<file path="config.mk">
export PLATFORM = sky130hd
export DESIGN_NAME = move_sequencer_flat
export DESIGN_NICKNAME = d
export VERILOG_FILES = /design/src/rtl/move_sequencer_if.sv /design/src/rtl/move_sequencer.sv /design/src/flat_wrapper.sv
export SDC_FILE = /design/constraint.sdc
export NUM_CORES = 1
export LEC_CHECK = 0
export ABC_AREA = 1
export CAP_MARGIN = 20
export CORE_UTILIZATION = 40
export CTS_BUF_LIST = sky130_fd_sc_hd__clkbuf_4 sky130_fd_sc_hd__clkbuf_8 sky130_fd_sc_hd__clkbuf_16
export DETAILED_ROUTE_END_ITERATION = 8
export HOLD_SLACK_MARGIN = 0.02
export MAX_ROUTING_LAYER = met4
export PLACE_DENSITY = 0.65
export SLEW_MARGIN = 20
export SYNTH_ARGS = -nofsm -noshare
export SYNTH_HDL_FRONTEND = slang
export SYNTH_SLANG_ARGS = --single-unit
export TNS_END_PERCENT = 30
</file>
<file path="constraint.sdc">
create_clock -name clk -period 4.7 [get_ports clk]
set_clock_uncertainty 0.2 [all_clocks]
set_input_delay 0.94 -clock clk [delete_from_list [all_inputs] [get_ports clk]]
set_output_delay 0.94 -clock clk [all_outputs]
set_load 0.01 [all_outputs]
</file>
<file path="src/rtl/move_sequencer_if.sv">
// rtl/move_sequencer_if.sv - move request, board port and merge-unit handshake bundle
interface move_sequencer_if;
    logic        move_valid;
    logic [1:0]  move_dir;
    logic        move_ready;
    logic [3:0]  cell_addr;
    logic [3:0]  cell_rdata;
    logic        cell_we;
    logic [3:0]  cell_wdata;
    logic        mrg_in_valid;
    logic [15:0] mrg_in_line;
    logic        mrg_in_ready;
    logic        mrg_out_valid;
    logic [15:0] mrg_out_line;
    logic        mrg_out_ready;
    logic [3:0]  rnd;
    logic        done;
    logic        changed;
    logic        win;
    logic        lose;

    modport master (
        input  move_valid, move_dir, cell_rdata, mrg_in_ready, mrg_out_valid, mrg_out_line, rnd,
        output move_ready, cell_addr, cell_we, cell_wdata, mrg_in_valid, mrg_in_line,
               mrg_out_ready, done, changed, win, lose
    );

    modport slave (
        output move_valid, move_dir, cell_rdata, mrg_in_ready, mrg_out_valid, mrg_out_line, rnd,
        input  move_ready, cell_addr, cell_we, cell_wdata, mrg_in_valid, mrg_in_line,
               mrg_out_ready, done, changed, win, lose
    );
endinterface

</file>
<file path="src/rtl/move_sequencer.sv">
// rtl/move_sequencer.sv - sequences one 2048 move: 4 lines through the merge unit, spawn, win/lose scan
module move_sequencer #(
    parameter int WIN_EXP = 11
) (
    input  logic              clk,
    input  logic              rst,
    move_sequencer_if.master  bus
);
    localparam logic [3:0] WIN_V = WIN_EXP[3:0];

    typedef enum logic [2:0] {
        S_IDLE, S_READ, S_SEND, S_RECV, S_WRITE, S_SPAWN, S_CHECK, S_DONE
    } state_t;

    state_t      state_q, state_d;
    logic [1:0]  dir_q, dir_d;
    logic [1:0]  line_q, line_d;
    logic [1:0]  k_q, k_d;
    logic [4:0]  cnt_q, cnt_d;
    logic [3:0]  p_q, p_d;
    logic [15:0] buf_q, buf_d;
    logic [63:0] shadow_q, shadow_d;
    logic        changed_q, changed_d;
    logic        win_q, win_d;
    logic        lose_q, lose_d;

    logic [3:0]  line_addr;
    logic        win_eval, lose_eval, any_zero, any_pair;

    // Element 0 is always the end tiles merge toward; ~k is 3-k in two bits.
    always_comb begin
        case (dir_q)
            2'b00:   line_addr = {k_q, line_q};
            2'b01:   line_addr = {~k_q, line_q};
            2'b10:   line_addr = {line_q, k_q};
            default: line_addr = {line_q, ~k_q};
        endcase
    end

    always_comb begin
        win_eval = 1'b0;
        any_zero = 1'b0;
        any_pair = 1'b0;
        for (int i = 0; i < 16; i++) begin
            if (shadow_q[4*i +: 4] == WIN_V) win_eval = 1'b1;
            if (shadow_q[4*i +: 4] == 4'd0)  any_zero = 1'b1;
        end
        for (int r = 0; r < 4; r++)
            for (int c = 0; c < 3; c++)
                if (shadow_q[16*r+4*c +: 4] == shadow_q[16*r+4*c+4 +: 4]) any_pair = 1'b1;
        for (int i = 0; i < 12; i++)
            if (shadow_q[4*i +: 4] == shadow_q[4*i+16 +: 4]) any_pair = 1'b1;
        lose_eval = !win_eval && !any_zero && !any_pair;
    end

    always_ff @(posedge clk or posedge rst) begin
        if (rst) begin
            state_q   <= S_IDLE;
            dir_q     <= 2'd0;
            line_q    <= 2'd0;
            k_q       <= 2'd0;
            cnt_q     <= 5'd0;
            p_q       <= 4'd0;
            buf_q     <= 16'd0;
            shadow_q  <= 64'd0;
            changed_q <= 1'b0;
            win_q     <= 1'b0;
            lose_q    <= 1'b0;
        end else begin
            state_q   <= state_d;
            dir_q     <= dir_d;
            line_q    <= line_d;
            k_q       <= k_d;
            cnt_q     <= cnt_d;
            p_q       <= p_d;
            buf_q     <= buf_d;
            shadow_q  <= shadow_d;
            changed_q <= changed_d;
            win_q     <= win_d;
            lose_q    <= lose_d;
        end
    end

    always_comb begin
        state_d   = state_q;
        dir_d     = dir_q;
        line_d    = line_q;
        k_d       = k_q;
        cnt_d     = cnt_q;
        p_d       = p_q;
        buf_d     = buf_q;
        shadow_d  = shadow_q;
        changed_d = changed_q;
        win_d     = win_q;
        lose_d    = lose_q;
        case (state_q)
            S_IDLE: begin
                if (bus.move_valid) begin
                    dir_d     = bus.move_dir;
                    changed_d = 1'b0;
                    win_d     = 1'b0;
                    lose_d    = 1'b0;
                    line_d    = 2'd0;
                    k_d       = 2'd0;
                    state_d   = S_READ;
                end
            end
            S_READ: begin
                buf_d[4*k_q +: 4] = bus.cell_rdata;
                k_d = k_q + 2'd1;
                if (k_q == 2'd3) state_d = S_SEND;
            end
            S_SEND: begin
                if (bus.mrg_in_ready) state_d = S_RECV;
            end
            S_RECV: begin
                if (bus.mrg_out_valid) begin
                    buf_d = bus.mrg_out_line;
                    if (bus.mrg_out_line != buf_q) changed_d = 1'b1;
                    state_d = S_WRITE;
                end
            end
            S_WRITE: begin
                k_d = k_q + 2'd1;
                if (k_q == 2'd3) begin
                    cnt_d = 5'd0;
                    if (line_q != 2'd3) begin
                        line_d  = line_q + 2'd1;
                        state_d = S_READ;
                    end else if (changed_q) begin
                        p_d     = bus.rnd;
                        state_d = S_SPAWN;
                    end else begin
                        state_d = S_CHECK;
                    end
                end
            end
            S_SPAWN: begin
                if (bus.cell_rdata == 4'd0 || cnt_q == 5'd15) begin
                    cnt_d   = 5'd0;
                    state_d = S_CHECK;
                end else begin
                    p_d   = p_q + 4'd1;
                    cnt_d = cnt_q + 5'd1;
                end
            end
            S_CHECK: begin
                // cnt 0..15 fills the shadow, cnt 16 is the evaluation cycle.
                if (cnt_q == 5'd16) begin
                    win_d   = win_eval;
                    lose_d  = lose_eval;
                    state_d = S_DONE;
                end else begin
                    shadow_d[4*cnt_q[3:0] +: 4] = bus.cell_rdata;
                    cnt_d = cnt_q + 5'd1;
                end
            end
            default: state_d = S_IDLE;
        endcase
    end

    always_comb begin
        bus.move_ready    = (state_q == S_IDLE);
        bus.cell_addr     = 4'd0;
        bus.cell_we       = 1'b0;
        bus.cell_wdata    = 4'd0;
        bus.mrg_in_valid  = 1'b0;
        bus.mrg_out_ready = 1'b0;
        bus.done          = 1'b0;
        case (state_q)
            S_READ:  bus.cell_addr = line_addr;
            S_SEND:  bus.mrg_in_valid = 1'b1;
            S_RECV:  bus.mrg_out_ready = 1'b1;
            S_WRITE: begin
                bus.cell_addr  = line_addr;
                bus.cell_we    = 1'b1;
                bus.cell_wdata = buf_q[4*k_q +: 4];
            end
            S_SPAWN: begin
                bus.cell_addr = p_q;
                if (bus.cell_rdata == 4'd0) begin
                    bus.cell_we    = 1'b1;
                    bus.cell_wdata = 4'd1;
                end
            end
            S_CHECK: bus.cell_addr = cnt_q[3:0];
            S_DONE:  bus.done = 1'b1;
            default: ;
        endcase
    end

    assign bus.mrg_in_line = buf_q;
    assign bus.changed     = changed_q;
    assign bus.win         = win_q;
    assign bus.lose        = lose_q;
endmodule

</file>
<file path="src/flat_wrapper.sv">
// flat-port wrapper written by rule: the top's interface ports become plain ports
module move_sequencer_flat 
#(
    parameter int WIN_EXP = 11
)
  (clk, rst, bus_move_valid, bus_move_dir, bus_cell_rdata, bus_mrg_in_ready, bus_mrg_out_valid, bus_mrg_out_line, bus_rnd, bus_move_ready, bus_cell_addr, bus_cell_we, bus_cell_wdata, bus_mrg_in_valid, bus_mrg_in_line, bus_mrg_out_ready, bus_done, bus_changed, bus_win, bus_lose);
  move_sequencer_if bus_i ();
  input  logic clk;
  input  logic rst;
  input wire logic [$bits(bus_i.move_valid)-1:0] bus_move_valid;
  input wire logic [$bits(bus_i.move_dir)-1:0] bus_move_dir;
  input wire logic [$bits(bus_i.cell_rdata)-1:0] bus_cell_rdata;
  input wire logic [$bits(bus_i.mrg_in_ready)-1:0] bus_mrg_in_ready;
  input wire logic [$bits(bus_i.mrg_out_valid)-1:0] bus_mrg_out_valid;
  input wire logic [$bits(bus_i.mrg_out_line)-1:0] bus_mrg_out_line;
  input wire logic [$bits(bus_i.rnd)-1:0] bus_rnd;
  output wire logic [$bits(bus_i.move_ready)-1:0] bus_move_ready;
  output wire logic [$bits(bus_i.cell_addr)-1:0] bus_cell_addr;
  output wire logic [$bits(bus_i.cell_we)-1:0] bus_cell_we;
  output wire logic [$bits(bus_i.cell_wdata)-1:0] bus_cell_wdata;
  output wire logic [$bits(bus_i.mrg_in_valid)-1:0] bus_mrg_in_valid;
  output wire logic [$bits(bus_i.mrg_in_line)-1:0] bus_mrg_in_line;
  output wire logic [$bits(bus_i.mrg_out_ready)-1:0] bus_mrg_out_ready;
  output wire logic [$bits(bus_i.done)-1:0] bus_done;
  output wire logic [$bits(bus_i.changed)-1:0] bus_changed;
  output wire logic [$bits(bus_i.win)-1:0] bus_win;
  output wire logic [$bits(bus_i.lose)-1:0] bus_lose;
  assign bus_i.move_valid = bus_move_valid;
  assign bus_i.move_dir = bus_move_dir;
  assign bus_i.cell_rdata = bus_cell_rdata;
  assign bus_i.mrg_in_ready = bus_mrg_in_ready;
  assign bus_i.mrg_out_valid = bus_mrg_out_valid;
  assign bus_i.mrg_out_line = bus_mrg_out_line;
  assign bus_i.rnd = bus_rnd;
  assign bus_move_ready = bus_i.move_ready;
  assign bus_cell_addr = bus_i.cell_addr;
  assign bus_cell_we = bus_i.cell_we;
  assign bus_cell_wdata = bus_i.cell_wdata;
  assign bus_mrg_in_valid = bus_i.mrg_in_valid;
  assign bus_mrg_in_line = bus_i.mrg_in_line;
  assign bus_mrg_out_ready = bus_i.mrg_out_ready;
  assign bus_done = bus_i.done;
  assign bus_changed = bus_i.changed;
  assign bus_win = bus_i.win;
  assign bus_lose = bus_i.lose;
  move_sequencer #(.WIN_EXP(WIN_EXP)) u_core (.clk(clk), .rst(rst), .bus(bus_i));
endmodule
</file>
# == Word level (Yosys, flattened, before mapping) ==
# Cells that the tools add are included.
# W data, S select, Z words.
# op_classes
reduce_logical,43
bitwise,2
n_eq_ne,67
n_addsub,6
muxes,101
shifts,5
# op_table
operator,n
$eq A4 B4 Y1,24
$logic_not A4 Y1,17
$mux W1,66
$bwmux W64,1
$eq A4 B4 Y1 const B,16
$shift A4 B34 Y64 const A,1
$shiftx A4 B34 Y64,1
$neg A4 Y34,1
$neg A6 Y34,1
$shift A4 B34 Y16 const A,1
$shiftx A4 B34 Y16,1
$pmux W16 S2,1
$mux W3,8
$pmux W4 S3,2
$pmux W3 S7,1
$bwmux W16,1
$mux W16,1
$mux W4,4
$ne A16 B16 Y1,1
$pmux W4 S2,2
$shiftx A16 B5 Y4,1
$mux W5,3
$pmux W5 S3,1
$ne A2 B1 Y1 const B,7
29 further kinds,61
# word_totals
register_bits,101
word_cells,235
output_inout_bits,32

# == Longest topological paths before layout ==
# depth
ltp_word,29
mapped_depth,12
mapped_depth_nobuf,11

# == Worst setup path before layout ==
# Ideal clock, no wire load.
# synth_timing
path_type,input to output
startpoint,input port bus_cell_rdata[3]
endpoint,output port bus_cell_wdata[0]
required_time_ps,3560
path_slack_ps,2023
stages,3
path_buffers,0
t_arrival_ps,1537
cell_sequence,inv_1 nand4_1 o21ai_0
# synth_via
elab_chain_cells,3
# synth_rtl
element,line_no,text
from (decl),flat_wrapper.sv:12,input wire logic [$bits(bus_i.cell_rdata)-1:0] bus_cell_rdata;
$logic_not A4 Y1,move_sequencer.sv:181,if (bus.cell_rdata == 4'd0) begin
$mux W1,move_sequencer.sv:181,
$pmux W4 S2,move_sequencer.sv:170,case (state_q)
to (decl),flat_wrapper.sv:20,output wire logic [$bits(bus_i.cell_wdata)-1:0] bus_cell_wdata;
# No other way between the ends.

# == Worst setup path after layout ==
# layout_timing
startpoint,input port bus_cell_rdata[1]
endpoint,output port bus_cell_wdata[0]
# The elaborated chain is that of the path after synthesis.

==> flow_results.org <==
** Status
- The flow ran to the end, and the final reports show no timing, DRC or antenna violations.

** Min path
- Along the worst hold path, the cell count comes to 2.
- The min-delay analysis places its worst path in the category flip-flop to flip-flop.
- In this run the most critical hold path is launched from u_core.bus.lose.
- Worst Hold End :: u_core.bus.lose

** Floorplan
- The total area inside the core boundary comes to 0.0180 mm^2.
- Measured along the y axis, the die boundary spans 138 um.
- Standard-cell row count :: 49
- Horizontal extent of the die :: 138 um
- The die covers 0.0190 mm^2.
- Io pins :: 63
- Initial standard-cell utilization of the core :: 41.0%

** Clocking
- CTS Hold Buffers Added :: 0
- H-Tree Level Count :: 3
- Buffers inserted during clock tree synthesis total 9.
- Buffer depth of the longest clock path :: 2
- Library cell used as clock root buffer :: clkbuf_16
- Source-to-sink clock delay at the later pin of the worst-skew pair :: 0.37 ns
- Sink Count :: 101
- TritonCTS built the clock tree.
- Number of cells upsized or downsized after cts :: 0
- After clock tree synthesis, the clock-pin slew on the worst setup and hold paths is 0.07 ns.
- Post-CTS repair timing setup buffer count :: 0

** Final layout
- Antenna diode count :: 0
- The area growth from synthesis to layout is 15.1%.
- Number of nets in the layout :: 1,213
- Ratio of cells with drive above 1 in the final layout :: 4.00%

** Yosys
- Number of enable flip-flop cells after synthesis :: 0
- Largest area contributor in the synthesized netlist :: dfrtp_1
- Synthesis produced a netlist whose cell count is 1,122.
- Fraction of registers with async set or reset after synthesis :: 100%
- When the netlist entered floorplanning its net count stood at 1,165.
- Average cell area after synthesis :: 6.58 um^2
- #FFs+latches synth :: 101
- Largest cells by area after synthesis :: dfrtp_1 (34%), nand2_1 (18%), inv_1 (7.3%)
- Among all cell types in the netlist, the one instantiated most often is nand2_1.
- Top cell type's share of synthesized area :: 34.2%
- During synthesis, Yosys emitted a total of 0 warnings.
- Summed instance area of the synthesized netlist :: 0.00739 mm^2
- Dominant synthesized flop cell :: dfrtp_1
- Fraction of the yosys area taken by sequential cells :: 34.2%
- After synthesis, the netlist uses 41 different library cells.
- Leading cell types by count after synthesis :: nand2_1 (362), inv_1 (144), nor2_1 (119)

** Global route
- Largest net degree at the start of global routing :: 68
- For this run, global-route usage on met2 was measured as 41.6%.
- First-pass GRT wire length :: 37.2 mm
- Final global-route overflow total :: 0
- The number of global-route vias before repair came to 6,962.
- Antenna violations before repair :: 0
- met2 is the most crowded layer.
- GR Util met3 :: 4.46%
- Across every metal layer, demand over resource in global routing totals 26.6%.
- In the global route stage, met1 resource usage came out at 35.0%.

** Worst setup path
- STA puts the critical path data arrival time at 2.73 ns.
- In this run the worst path has a maximum fanout of 7.
- Category of the critical setup timing path :: input port to output port
- Category of the worst setup path capture point :: output port
- The worst register-to-register path has a setup slack of 1.31 ns.
- Slowest stage cell, crit path :: clkdlybuf4s50_1
- Data on the critical path is required at its endpoint by 3.56 ns.
- In this run the critical register-to-register path is captured at u_core.shadow_q[22].
- Crit-path max cell delay :: 0.57 ns
- STA classifies the critical path startpoint as an input port.
- Counting cells, the worst reg-to-reg path comes to 8.
- Most repeated library cell on the critical path :: clkdlybuf4s50_1
- In this run the critical register-to-register path is launched from u_core.cnt_q[0].
- Critical Path, Cell by Cell :: clkdlybuf4s50_1 -> inv_1 -> nand4_1 -> o21ai_0 -> clkdlybuf4s50_1

** Power and ir drop
- Cell internal pwr :: 2.48 mW
- Fraction of power spent switching nets :: 51.0%
- PnR Total Power :: 5.05 mW
- Power spread over the standard cell area amounts to 594 mW/mm^2.
- Switch Pwr :: 2.57 mW
- Per report_power, the clock group accounts for 15.2% of the total.
- In this run the static leakage power is 4.22 nW.
- The worst-case IR drop observed on VDD is 290 uV.
- Of the total power, registers draw 31.1%.
- Combinational cells account for 53.6% of the total power.

** Timing
- Setup violations remaining at the end of the flow were counted as 0.
- Setup repair after global routing left no endpoint under its margin.
- Setup total negative slack on the finished layout was measured at 0 ns.
- The final count of hold timing violations came to 0.
- After layout, the minimum clock period comes to 3.87 ns.
- Of the available clock period, the critical path in the final layout requires 82.3%.
- Transition time of the tightest slew-check pin :: 0.904 ns
- For this run, the top clock speed supported by timing is 0.258 GHz.
- Hold timing on the final database bottoms out at a slack of 0.326 ns.
- Worst relative slew slack :: 39.6%
- The number of pins exceeding their max-slew limit in the final report is 0.

** Route
- Once detail routing completed, the nets flagged for antenna violations numbered 0.
- The first TritonRoute pass finished after 5 iterations.
- Vias per std cell :: 5.35
- Starting DRT DRC Count :: 545
- Final routed DRC violation total :: 0
- The routed design has 22.9 mm of wire.
- The routed layout has 7,506 vias.
- In the final routed layout, each cell accounts on average for 16.3 um.

** Flow run
- Maximum Capacitance Violations :: 0

** Place
- Input and output buffers added on the ports amount to 62.
- Weighted congestion reported at the end of routability-driven placement :: 0.933
- Final HPWL from detailed placement :: 17.3 mm
-- how the worst max path moves through the flow --
| stage | depth (start not counted) | slack [ns] | to | startpoint |
|---|---|---|---|---|
| after detailed placement | 5 | 0.86 | bus_cell_wdata[0] | bus_cell_rdata[1] |
| after global routing | 6 | 0.68 | bus_cell_addr[2] | u_core.state_q[1] |
| final | 5 | 0.83 | bus_cell_wdata[0] | bus_cell_rdata[1] |
| after global placement | 5 | 0.86 | bus_cell_wdata[0] | bus_cell_rdata[0] |
| after floorplan | 1 | 0.91 | u_core.bus.changed | rst |
| after CTS | 5 | 0.84 | bus_cell_wdata[0] | bus_cell_rdata[2] |
-- worst max-delay path: cells and delay by family --
family,cells,cell delay [ns]
buf+inv,3,1.30
simple gates,1,0.24
compound gates,1,0.24
-- state kept, by name, indices dropped and copies added, names as in the netlist --
signal                  cells
u_core.bus.lose             1
u_core.bus.mrg_in_line     16
u_core.cnt_q                5
u_core.dir_q                2
u_core.line_q               2
u_core.bus.changed          1
u_core.bus.win              1
u_core.state_q              3
u_core.p_q                  4
u_core.k_q                  2
u_core.shadow_q            64
-- per-stage QoR --
| step | area, um^2 | setup slack [ns] | std cells | util (%) |
|---|---|---|---|---|
| floorplan | 7390 | 0.913 | 1122 | - |
| detailed placement | 8210 | 0.863 | 1388 | 45.5 |
| global route | 8500 | 0.676 | 1404 | 47.2 |
| finish | 8500 | 0.830 | 1404 | 47.2 |
| global placement | 8210 | 0.857 | 1388 | 45.5 |
| CTS | 8500 | 0.840 | 1404 | 47.2 |
-- layout make-up --
cell class	instances	area, um^2
inverters	150	568
well taps	229	287
clock buffers	11	253
flip-flops and latches	101	2530
clock inverters	5	42.5
repair buffers	63	641
fillers	1902	9520
multi-input cells	845	4190
-- cells in the final DEF, fill, tap and decap left out, types with 7 or more instances in the layout --
cell type        Yosys  layout
a21oi_1             48      48
o21ai_0             81      81
nor3_1              14      14
nand4_1             32      32
nand2_1            362     362
nand3_1             57      57
inv_1              144     143
xor2_1              39      39
dfrtp_1            101     101
ha_1                12      12
xnor2_1             10      10
clkdlybuf4s50_1      0      62
nor2_1             119     119
o31ai_1              7       7
clkbuf_16            0       9
-- logic make-up (layout without fill, tap and decap cells) --
logic type	Yosys count	in the layout	share of synthesized area, %
DFF	101	101	34.2
buffers and inverters	176	229	9.13
AOI/OAI and AO/OA	173	173	13.0
muxes	3	3	0.440
adders and majority gates	12	12	2.03
and+or+nand+nor	607	607	35.0
xor gates and xnor gates	50	50	6.18
-- power groups by stage --
stage	Combinational (mW)	Clock [mW]	Sequential, mW
after CTS	2.68	0.783	1.56
final	2.71	0.770	1.57
after floorplan	1.97	0	1.42
after global placement	2.65	0	1.58
after global routing	3.05	0.820	1.61
after detailed placement	2.66	0	1.57
-- routing by layer --
layer,share of wire [%],up-vias
met2,46,250
met1,45,3522
li1,-,3698
met5,0,-
met3,5.4,36
met4,2.7,0
(Power assumes the default switching activity.)
